## config.mk

```make
export PLATFORM = sky130hd
export DESIGN_NAME = uart_tx_sched
export DESIGN_NICKNAME = d
export VERILOG_FILES = /design/src/rtl/uart_tx_sched.sv
export SDC_FILE = /design/constraint.sdc
export NUM_CORES = 1
export LEC_CHECK = 0
export BUFFER_PORTS_ARGS = -buffer_cell sky130_fd_sc_hd__buf_2
export CORE_MARGIN = 2
export CORE_UTILIZATION = 30
export DETAILED_ROUTE_END_ITERATION = 8
export PLACE_DENSITY = 0.43
export SYNTH_ARGS = -nofsm -noshare
export SYNTH_HDL_FRONTEND = slang
export SYNTH_SLANG_ARGS = --single-unit
```

## constraint.sdc

```tcl
create_clock -name clk -period 3.51 [get_ports clk]
set_input_delay 1.053 -clock clk [delete_from_list [all_inputs] [get_ports clk]]
set_output_delay 1.053 -clock clk [all_outputs]
set_load 0.02 [all_outputs]
```

## src/rtl/uart_tx_sched.sv

```systemverilog
// uart_tx_sched: shares one UART transmitter between event, score and echo.
// Build option TX_CRLF_EN: terminate messages with CR LF instead of LF.

module uart_tx_sched #(
  parameter int ECHO_DEPTH   = 4,
  parameter int STARVE_LIMIT = 8
) (
  input  logic        clk,
  input  logic        reset_n,
  input  logic        echo_req,
  input  logic [7:0]  echo_byte,
  input  logic        score_req,
  input  logic [15:0] score,
  input  logic        event_req,
  input  logic [7:0]  event_char,
  input  logic        is_transmitting,
  output logic        transmit,
  output logic [7:0]  tx_byte,
  output logic        busy,
  output logic [1:0]  cur_src,
  output logic        echo_drop,
  output logic        event_ovf
);

  localparam int PW = $clog2(ECHO_DEPTH);
  localparam int CW = PW + 1;
  localparam logic [CW-1:0] DEPTH_C = CW'(ECHO_DEPTH);
  localparam logic [7:0] SL = 8'(STARVE_LIMIT);

`ifdef TX_CRLF_EN
  localparam logic [2:0] SC_LEN = 3'd7;
  localparam logic [2:0] EV_LEN = 3'd4;
`else
  localparam logic [2:0] SC_LEN = 3'd6;
  localparam logic [2:0] EV_LEN = 3'd3;
`endif

  typedef enum logic [2:0] {
    IDLE,
    LOAD,
    SEND,
    WAIT_HI,
    WAIT_LO
  } state_t;

  state_t state;

  logic [7:0]    fifo [ECHO_DEPTH];
  logic [PW-1:0] wr_ptr;
  logic [PW-1:0] rd_ptr;
  logic [CW-1:0] count;
  logic          full;
  logic          fifo_ne;
  logic          push;
  logic          pop;

  logic          score_pend;
  logic [15:0]   score_snap;
  logic          ev_pend;
  logic [7:0]    ev_char;
  logic [7:0]    starve_cnt;

  logic [7:0]    msg [8];
  logic [2:0]    idx;
  logic [2:0]    len;
  logic [2:0]    nxt_idx;

  logic          load;
  logic          starved;
  logic          win_ev;
  logic          win_sc;
  logic          win_echo;
  logic          any_req;
  logic [7:0]    nmsg [8];
  logic [2:0]    nlen;
  logic [1:0]    nsrc;

  assign busy = (state != IDLE);

  // Winner selection and the message image LOAD will capture.
  always_comb begin
    full     = (count == DEPTH_C);
    fifo_ne  = (count != '0);
    push     = echo_req && !full;
    load     = (state == LOAD);
    starved  = fifo_ne && (starve_cnt == SL);
    win_ev   = !starved && ev_pend;
    win_sc   = !starved && !ev_pend && score_pend;
    win_echo = starved || (!ev_pend && !score_pend && fifo_ne);
    pop      = load && win_echo;
    any_req  = ev_pend || score_pend || fifo_ne ||
               event_req || score_req || echo_req;
    nxt_idx  = idx + 3'd1;
    for (int i = 0; i < 8; i++) nmsg[i] = '0;
    nlen = '0;
    nsrc = '0;
    unique case (1'b1)
      win_ev: begin
        nmsg[0] = 8'h21;
        nmsg[1] = ev_char;
`ifdef TX_CRLF_EN
        nmsg[2] = 8'h0D;
        nmsg[3] = 8'h0A;
`else
        nmsg[2] = 8'h0A;
`endif
        nlen = EV_LEN;
        nsrc = 2'd1;
      end
      win_sc: begin
        nmsg[0] = 8'h53;
        nmsg[1] = 8'h30 + {4'h0, score_snap[15:12]};
        nmsg[2] = 8'h30 + {4'h0, score_snap[11:8]};
        nmsg[3] = 8'h30 + {4'h0, score_snap[7:4]};
        nmsg[4] = 8'h30 + {4'h0, score_snap[3:0]};
`ifdef TX_CRLF_EN
        nmsg[5] = 8'h0D;
        nmsg[6] = 8'h0A;
`else
        nmsg[5] = 8'h0A;
`endif
        nlen = SC_LEN;
        nsrc = 2'd2;
      end
      win_echo: begin
        nmsg[0] = fifo[rd_ptr];
        nlen    = 3'd1;
        nsrc    = 2'd3;
      end
      default: ;
    endcase
  end

  // Echo FIFO storage and pointers; count is sampled before the pop.
  always_ff @(posedge clk or negedge reset_n) begin
    if (!reset_n) begin
      for (int i = 0; i < ECHO_DEPTH; i++) fifo[i] <= '0;
      wr_ptr <= '0;
      rd_ptr <= '0;
      count  <= '0;
    end else begin
      if (push) begin
        fifo[wr_ptr] <= echo_byte;
        wr_ptr       <= wr_ptr + PW'(1);
      end
      if (pop) rd_ptr <= rd_ptr + PW'(1);
      count <= count + CW'(push) - CW'(pop);
    end
  end

  // Pending score/event requests; a new request beats a same-cycle consume.
  always_ff @(posedge clk or negedge reset_n) begin
    if (!reset_n) begin
      score_pend <= 1'b0;
      score_snap <= '0;
      ev_pend    <= 1'b0;
      ev_char    <= '0;
      echo_drop  <= 1'b0;
      event_ovf  <= 1'b0;
    end else begin
      echo_drop <= echo_req && full;
      event_ovf <= event_req && ev_pend && !(load && win_ev);
      if (load && win_sc) score_pend <= 1'b0;
      if (score_req) begin
        score_pend <= 1'b1;
        score_snap <= score;
      end
      if (load && win_ev) ev_pend <= 1'b0;
      if (event_req) begin
        ev_pend <= 1'b1;
        ev_char <= event_char;
      end
    end
  end

  // Message sequencer with registered strobe, byte and source outputs.
  always_ff @(posedge clk or negedge reset_n) begin
    if (!reset_n) begin
      state      <= IDLE;
      for (int i = 0; i < 8; i++) msg[i] <= '0;
      idx        <= '0;
      len        <= '0;
      starve_cnt <= '0;
      transmit   <= 1'b0;
      tx_byte    <= '0;
      cur_src    <= '0;
    end else begin
      transmit <= 1'b0;
      unique case (state)
        IDLE: begin
          if (any_req) state <= LOAD;
        end
        LOAD: begin
          if (win_ev || win_sc || win_echo) begin
            msg      <= nmsg;
            len      <= nlen;
            idx      <= '0;
            cur_src  <= nsrc;
            tx_byte  <= nmsg[0];
            transmit <= 1'b1;
            state    <= SEND;
            if (win_echo) starve_cnt <= '0;
            else if (fifo_ne && starve_cnt != 8'hFF)
              starve_cnt <= starve_cnt + 8'd1;
          end else begin
            state <= IDLE;
          end
        end
        SEND: begin
          state <= WAIT_HI;
        end
        WAIT_HI: begin
          if (is_transmitting) state <= WAIT_LO;
        end
        WAIT_LO: begin
          if (!is_transmitting) begin
            if (nxt_idx < len) begin
              idx      <= nxt_idx;
              tx_byte  <= msg[nxt_idx];
              transmit <= 1'b1;
              state    <= SEND;
            end else begin
              cur_src <= '0;
              state   <= IDLE;
            end
          end
        end
        default: state <= IDLE;
      endcase
    end
  end

endmodule

```

[Word-level counts from Yosys, hierarchy flattened]
Cells that the tools add are included.
Word-level totals
  register bits after elaboration: 143
  bits of input ports: 38
  word-level logic and storage cells: 139
Cells by class
  add/sub/neg operators: 10
  magnitude comparators: 5
  equality and inequality tests: 13
  multiplexer cells: 42
  bitwise logic cells: 3
  reduce and logical (&&, ||, !) cells: 40
Operators by type and width (count)
  $mux 8: 10
  $bwmux 32: 1
  $pmux 16 s2: 1
  $add 6x4->7 const A: 4
  $bmux 8 s3: 1
  $pmux 8 s3: 1
  $mux 23: 1
  $mux 3: 6
  $bmux 8 s2: 1
  $demux 8 s2: 1
  $pmux 8 s2: 1
  $logic_and 1x1->1: 15
  $pmux 3 s5: 1
  $mux 2: 5
  $ne 2x2->1 const B: 5
  $pmux 3 s3: 1
  $add 8x1->8 const B: 1
  $eq 8x4->1 const B: 1
  $logic_or 1x1->1: 8
  $ne 8x8->1 const B: 1
  $reduce_and 4->1: 2
  $reduce_bool 2->1: 4
  $mux 1: 7
  $eq 3x2->1 const B: 2
  22 further kinds: 32

[Logic depth before layout (Yosys ltp)]
Gate-level depths: netlist of the first run.
  depth in word-level cells: 9
  gate-level depth with buffers: 13
  gate-level depth less buffers: 12

[Worst setup path after synthesis of the first run]
Ideal clock, no wire load.
  path kind: flip-flop to flip-flop
  from: register starve_cnt[0]
  to: register count[2]
  setup time: 0.124 ns
  arrival: 2.778 ns
  required time: 3.386 ns
  path slack: 0.608 ns
  stages on the path, launching flop included: 14
  path buffers: 1
  period minus slack after synthesis: 2.902 ns
  cell sequence: dfrtp_1 -> inv_1 -> ha_1 -> or3b_2 -> o21ai_0 -> and3_1 -> buf_2 -> ha_1 -> inv_1 -> ha_1 -> inv_1 -> fa_1 -> xnor2_1 -> xnor2_1
Between the ends
  longest elaborated chain between the ends: 5
Ends and longest elaborated chain
  start: declaration: RTL line 61  | logic [7:0] starve_cnt;
  start signal: assignment: RTL line 204  | starve_cnt <= starve_cnt + 8'd1;
  $eq 8x4->1: RTL line 86  | starved = fifo_ne && (starve_cnt == SL);
  $logic_and 1x1->1: RTL line 86
  $logic_or 1x1->1: RTL line 89  | win_echo = starved || (!ev_pend && !score_pend && fifo_ne);
  $logic_and 1x1->1: RTL line 90  | pop = load && win_echo;
  net pop: RTL line 55  | logic pop;
  $sub 3x1->3: RTL line 147  | count <= count + CW'(push) - CW'(pop);
  end signal: assignment: RTL line 147
  end: declaration: RTL line 51  | logic [CW-1:0] count;
The timed path passes the listed nets, and every way through them passes these cells.
A chain may end at the register's enable or synchronous reset.

[Final worst setup path of the first run]
  from: register starve_cnt[0]
  to: register count[2]
Between the ends
  longest elaborated chain between the ends: 5
Ends and longest elaborated chain (RTL line)
  $eq 8x4->1: 86
  $logic_and 1x1->1: 86
  $logic_or 1x1->1: 89
  $logic_and 1x1->1: 90
  $sub 3x1->3: 147
Every way passes these cells.

==> flow_metrics.py, run 1 <==
metrics = {
    "clock_network": {
        "clk_latency_ns": 0.41,
        "clkTransAtPathRegs_ns": 0.05,
        "cts_hold_buffers": 0,
        "post_cts_resized": 0,
        "clk_path_buf_depth": 2,
        "cts-root-buf": "clkbuf_16",
        "htreeDepth": 4,
        "cts_buffers": 17,
        "post_cts_buffers": 0,
        "cts.sinks": 124,
        "cts_tree": "built",
    },
    "timing": {
        "final.period_utilization_pct": 83.0,
        "finalClockSkew_ns": 0.00673,
        "max_slew.worst_pin.slew_ns": 0.740,
        "report.final.slew_viol_count": 0,
        "max_freq_mhz": 343,
        "rsz0062_at_grt": "false",
        "period_needed_ns": 2.91,
        "finalHoldViolCount": 0,
        "finalSetupViolCount": 0,
        "slew_headroom_pct": 50.4,
        "fin_tns_setup_ns": 0,
    },
    "worst_setup_path": {
        "crit_path_max_fanout": 5,
        "reg2reg_depth": 12,
        "cp_data_required_time_ns": 3.81,
        "slowest_stage": "or3b_2",
        "crit_path_max_incr_delay_ns": 0.48,
        "reg2reg_from": "starve_cnt[0]",
        "cp_cell_sequence": "inv_1, ha_1, or3b_2, o21ai_0, and3_1, ha_1, inv_1, ha_1, inv_1, fa_1, xnor2_1, xnor2_1",
        "critical_path_class": "reg -> reg",
        "r2r_slack_ns": 0.60,
        "crit_arrival_ns": 3.21,
        "setup.worst_path.start_class": "register",
        "cpLargestDelayFamily": "adder cells",
        "reg2reg_to": "count[2]",
        "cp-end-kind": "register",
        "cp.buffers_inverters": 3,
    },
    "detailed_routing": {
        "postRouteAntennaNets": 0,
        "drc": 0,
        "dr.pass1.iters": 4,
        "wl_um": 13300,
        "vias": 3715,
        "avgViaCountPerCell": 4.89,
        "wire_per_inst_um": 17.6,
        "first_iter_violations": 222,
    },
    "logic_synthesis": {
        "avgSynthCellArea_um2": 12.5,
        "syn_inst": 452,
        "synth_edf_count": 0,
        "synth_top_flop_cell": "dfrtp_1",
        "yosys.cell_types.count": 58,
        "synthArstFlopShare_pct": 100,
        "synth_nets": 502,
        "ys_ff_latch": 124,
        "yosys_warnings": 0,
        "ys_seq_area_share_pct": 55.0,
        "syn_area_um2": 5640,
    },
    "grt": {
        "grt_pass1_vias": 3923,
        "grt-ovfl-total": 0,
        "antenna_found_initial": 1,
        "grt_pass1_wl_um": 21900,
        "grtUsageTotal_pct": 14.5,
        "grt_max_degree": 92,
    },
    "die": {
        "die_w_um": 141,
        "start_util_pct": 30.4,
        "coreArea_um2": 18600,
        "ioPinCount": 52,
        "dieArea_um2": 19900,
        "rows": 50,
        "die_h_um": 141,
    },
    "final_layout": {
        "drive_above_1_share_pct": 33.3,
        "multiInputGateArea_um2": 2370,
        "fillCellCount": 1839,
        "register_area_um2": 3100,
        "nNetsFinal": 563,
        "postLayoutCoreUtil_pct": 36.1,
        "n_antenna_cell": 0,
        "area_delta_synth_final_pct": 19.1,
        "final_cell_count_no_fill": 759,
    },
    "power_and_ir_drop": {
        "power_density_nw_per_um2": 884,
        "power.leakage_nw": 3.00,
        "ir_worst_vdd_uv": 382,
    },
    "worst_hold_path": {
        "hold_depth": 2,
        "min_to": "msg[58]",
        "hp-class": "reg -> reg",
        "hold_start": "msg[58]",
    },
    "run_status": {
        "status": "completed",
    },
    "place": {
        "io_buffers": 51,
        "placed_cells": 728,
        "dp_hpwl_um": 9360,
        "gp_congestion": 0.769,
    },
    "job": {
        "cap_violations": 0,
    },
}
==> kinds of logic (layout without fill, tap and decap cells) <==
kind of cell / after synthesis / count (layout) / share of synthesized area (%)
DFF: 124 / 124 / 55.0
AOI/OAI and AO/OA: 88 / 88 / 10.7
muxes: 77 / 77 / 17.6
buffers and inverters: 40 / 113 / 3.00
adders and majority gates: 12 / 12 / 2.80
and+or+nand+nor: 101 / 101 / 9.27
xor gates and xnor gates: 10 / 10 / 1.55
==> layout by cell type, fill, tap and decap left out, drive strengths merged, types with 2 or more instances in the layout <==
master    n
o31ai     2
a31oi     6
clkinv    8
inv      17
mux2i     7
ha       11
mux2     58
a22oi     2
a21o      5
dfrtp   124
o21ai    22
nor3      5
o22a      2
nand2b    4
nor2b     4
or2       3
a21boi    3
nand3    13
clkbuf   22
mux4     12
or3b      2
xnor2     9
a22o     13
a222oi    4
buf      65
nand2    25
nor3b     4
and3      7
or3       5
nor2     23
a21oi    18
==> Yosys cell counts, drive strengths merged, types with 2 or more instances <==
cell type	n	area [um^2]
a31oi	6	37.5
nand2	25	93.8
buf	7	45.0
and3	7	48.8
dfrtp	124	3100
or3	5	31.3
a21boi	3	22.5
inv	17	63.8
o31ai	2	15.0
a22o	13	114
nand2b	4	25.0
a21o	5	37.5
mux4	12	270
clkbuf	16	60.1
or2	3	18.8
o21ai	22	114
nor3b	4	35.0
ha	11	138
or3b	2	17.5
mux2	58	653
nor2b	4	25.0
a222oi	4	40.0
nor3	5	25.0
xnor2	9	78.8
mux2i	7	70.1
a21oi	18	90.1
o22a	2	17.5
a22oi	2	20.0
nand3	13	65.1
nor2	23	86.3
==> power by group <==
part	internal (mW)	switching, mW
logic	0.984	1.07
clock network	0.922	0.607
registers	1.97	0.389
total	3.87	2.06
==> per-layer routing <==
layer	GRT usage, %	wire [um]	vias up	share of wire, %
li1	-	-	1771	-
met3	4.08	587	19	4.4
met5	0	0	-	0
met1	20.3	6650	1860	50
met2	21.1	5820	65	44
met4	5.63	283	0	2.1
==> worst register-to-register path: stages, from the launching register on <==
cell and delay, ns:
dfrtp_1 0.42, inv_1 0.07, ha_1 0.13, or3b_2 0.48, o21ai_0 0.34, and3_1 0.25, ha_1 0.23, inv_1 0.05
ha_1 0.13, inv_1 0.05, fa_1 0.37, xnor2_1 0.15, xnor2_1 0.13
==> cell type report <==
type / instances / area share, %
Clock inverter: 9 / 0.708
Clock buffer: 22 / 6.91
Tap cell: 234 / 4.36
Inverter: 17 / 0.950
Timing Repair Buffer: 65 / 5.59
Multi-Input combinational cell: 288 / 35.3
Sequential cell: 124 / 46.2
==> state kept, by name, summed over array words and instances (netlist names), 3 cells and up <==
| signal | count |
|---|---|
| ev_char | 8 |
| score_snap | 16 |
| msg | 30 |
| count | 3 |
| idx | 3 |
| tx_byte | 8 |
| fifo | 32 |
| starve_cnt | 8 |
| state | 3 |
==> worst max-delay path by stage <==
| stage | cells past startpoint | slack [ns] | endpoint | startpoint |
|---|---|---|---|---|
| finish | 12 | 0.60 | count[2] | starve_cnt[0] |
| floorplan | 13 | 0.61 | count[2] | starve_cnt[0] |
| detailed placement | 12 | 0.61 | count[2] | starve_cnt[0] |
| global route | 12 | 0.37 | count[2] | starve_cnt[0] |
| global placement | 12 | 0.68 | count[2] | starve_cnt[0] |
| CTS | 12 | 0.60 | count[2] | starve_cnt[0] |
==> through the flow <==
stage / setup slack [ns] / power (mW) / instance area [um^2] / hold WS (ns)
2_1_floorplan: 0.608 / 3.79 / 5640 / 0.434
3_3_place_gp: 0.679 / 4.42 / 6200 / 0.452
3_5_place_dp: 0.610 / 4.47 / 6200 / 0.458
4_1_cts: 0.598 / 6.03 / 6710 / 0.469
5_1_grt: 0.373 / 6.38 / 6710 / 0.491
6_report: 0.598 / 5.94 / 6710 / 0.466
Power figures use the tool's default switching activity.
==> run 2, diff against run 1 <==
--- a/config.mk
+++ b/config.mk
@@ -9,7 +9,7 @@
 export CORE_MARGIN = 2
 export CORE_UTILIZATION = 30
 export DETAILED_ROUTE_END_ITERATION = 8
-export PLACE_DENSITY = 0.43
+export PLACE_DENSITY = 0.45
 export SYNTH_ARGS = -nofsm -noshare
 export SYNTH_HDL_FRONTEND = slang
 export SYNTH_SLANG_ARGS = --single-unit
==> constraint.sdc (replaced) <==
create_clock -name clk -period 2.44 [get_ports clk]
set_input_delay 0.732 -clock clk [delete_from_list [all_inputs] [get_ports clk]]
set_output_delay 0.732 -clock clk [all_outputs]
set_load 0.02 [all_outputs]
==> flow_metrics.py, run 2 (synthesis gave the netlist of run 1 again) <==
metrics = {
    "timing": {
        "hold_ws_ns": 0.288,
        "finalHoldViolCount": 0,
        "report.final.slew_viol_count": 0,
        "max_slew.worst_pin.slew_ns": 0.791,
        "period_needed_ns": 2.42,
        "fin_ws_ns": 0.0167,
        "finalClockSkew_ns": 0.0151,
        "finalSetupViolCount": 0,
        "rsz0062_at_grt": "true",
        "final.period_utilization_pct": 99.3,
        "slew_headroom_pct": 47.0,
        "fin_tns_setup_ns": 0,
        "max_freq_mhz": 413,
    },
    "final_layout": {
        "layout_common_cells": "124 x dfrtp_1, 58 x mux2_2, 50 x buf_2",
        "reg_top3": "fifo: 32 flops, msg: 30 flops, score_snap: 16 flops",
        "drive_above_1_share_pct": 38.1,
        "n_antenna_cell": 0,
        "area_delta_synth_final_pct": 25.2,
        "largest_register_ffs": 32,
        "mostFrequentLayoutCell": "dfrtp_1",
        "nNetsFinal": 584,
        "postLayoutCoreUtil_pct": 38.0,
        "regMostFlops": "fifo",
    },
    "worst_setup_path": {
        "crit_arrival_ns": 2.73,
        "reg2reg_to": "count[2]",
        "r2r_slack_ns": 0.02,
        "cp-end-kind": "register",
        "cp_data_required_time_ns": 2.75,
        "critical_path_class": "reg -> reg",
        "crit_path_max_fanout": 2,
        "setup.worst_path.start_class": "register",
        "reg2reg_depth": 10,
        "reg2reg_from": "starve_cnt[4]",
    },
    "clock_network": {
        "cts_buffers": 17,
        "cts-root-buf": "clkbuf_16",
        "cts.sinks": 124,
        "htreeDepth": 4,
        "cts_tree": "built",
        "clkTransAtPathRegs_ns": 0.05,
        "clk_path_buf_depth": 2,
        "clk_latency_ns": 0.42,
    },
    "grt": {
        "grt_pass1_vias": 3968,
        "grt_max_degree": 82,
        "grtUsageTotal_pct": 14.6,
        "grt_pass1_wl_um": 22100,
        "grt-ovfl-total": 0,
        "antenna_found_initial": 0,
    },
    "detailed_routing": {
        "vias": 3831,
        "wire_per_inst_um": 17.6,
        "avgViaCountPerCell": 4.92,
        "dr.pass1.iters": 4,
        "drc": 0,
        "wl_um": 13700,
        "postRouteAntennaNets": 0,
        "first_iter_violations": 187,
    },
    "place": {
        "dp_hpwl_um": 9530,
        "place_ws_ns": -0.0236,
        "io_buffers": 51,
        "gp_congestion": 0.794,
    },
    "worst_hold_path": {
        "hp-class": "in -> async",
    },
    "die": {
        "dieArea_um2": 19900,
        "start_util_pct": 30.4,
        "die_h_um": 141,
        "rows": 50,
        "die_w_um": 141,
        "ioPinCount": 52,
        "coreArea_um2": 18600,
    },
    "power_and_ir_drop": {
        "power.leakage_nw": 3.16,
        "power_density_nw_per_um2": 1320,
        "ir_worst_vdd_uv": 675,
        "power_mw": 9.29,
    },
    "run_status": {
        "status": "completed",
    },
    "job": {
        "cap_violations": 0,
    },
}
## run 2: changes by cell type in the layout (fill, tap and decap cells not counted), sizes merged
cell,delta
clkinv,-5
clkinvlp,-1
buf,+21
clkbuf,+1
bufinv,+3
## run 2: metrics by stage
step | instance area (um^2) | instances
after floorplan | 5700 | 452
after global placement | 6390 | 745
after detailed placement | 6390 | 745
after CTS | 7020 | 776
after global routing | 7060 | 778
final | 7060 | 778
## run 2: final cells by class
class | count | area [um^2]
Clock inverter | 6 | 109
Multi-Input combinational cell | 288 | 2440
Fill cell | 1796 | 11500
Tap cell | 234 | 293
Sequential cell | 124 | 3100
Inverter | 17 | 66.3
Timing Repair Buffer | 86 | 546
Clock buffer | 23 | 508
## run 2: where the power goes
part,internal (mW),total [mW],switching (mW),leakage (nW)
clock network,1.75,2.61,0.865,0.307
registers,2.83,3.31,0.484,1.51
logic,1.64,3.37,1.73,1.35
## run 2: repair_timing
item                                    CTS  global route
endpoints found under the setup margin    1             4
gates cloned                              0             0
hold buffers                              0             0
resized for setup                         0             4
pin swaps                                 5             2
buffers inserted                          2             2
## run 2: worst max path at each step
stage	from	end	slack, ns
floorplan	starve_cnt[0]	count[2]	-0.16
global placement	starve_cnt[0]	count[2]	0.02
detailed placement	starve_cnt[0]	count[2]	-0.02
CTS	starve_cnt[4]	count[2]	-0.005
global route	starve_cnt[1]	count[2]	-0.08
finish	starve_cnt[4]	count[2]	0.02
## run 2: critical path: stages (launching register included)
cell,delay (ns)
dfrtp_1,0.37
or4b_4,0.58
o21ai_4,0.15
and3_4,0.21
ha_4,0.20
inv_4,0.05
ha_4,0.11
inv_2,0.03
fa_2,0.34
xnor2_2,0.14
xnor2_1,0.12
## run 2: layer usage
metal | up-vias | track usage (%) | wire [um]
met1 | 1939 | 20.4 | 6650
met3 | 11 | 3.70 | 572
met5 | - | 0 | 0
li1 | 1811 | - | -
met2 | 70 | 22.1 | 6270
met4 | 0 | 5.16 | 167
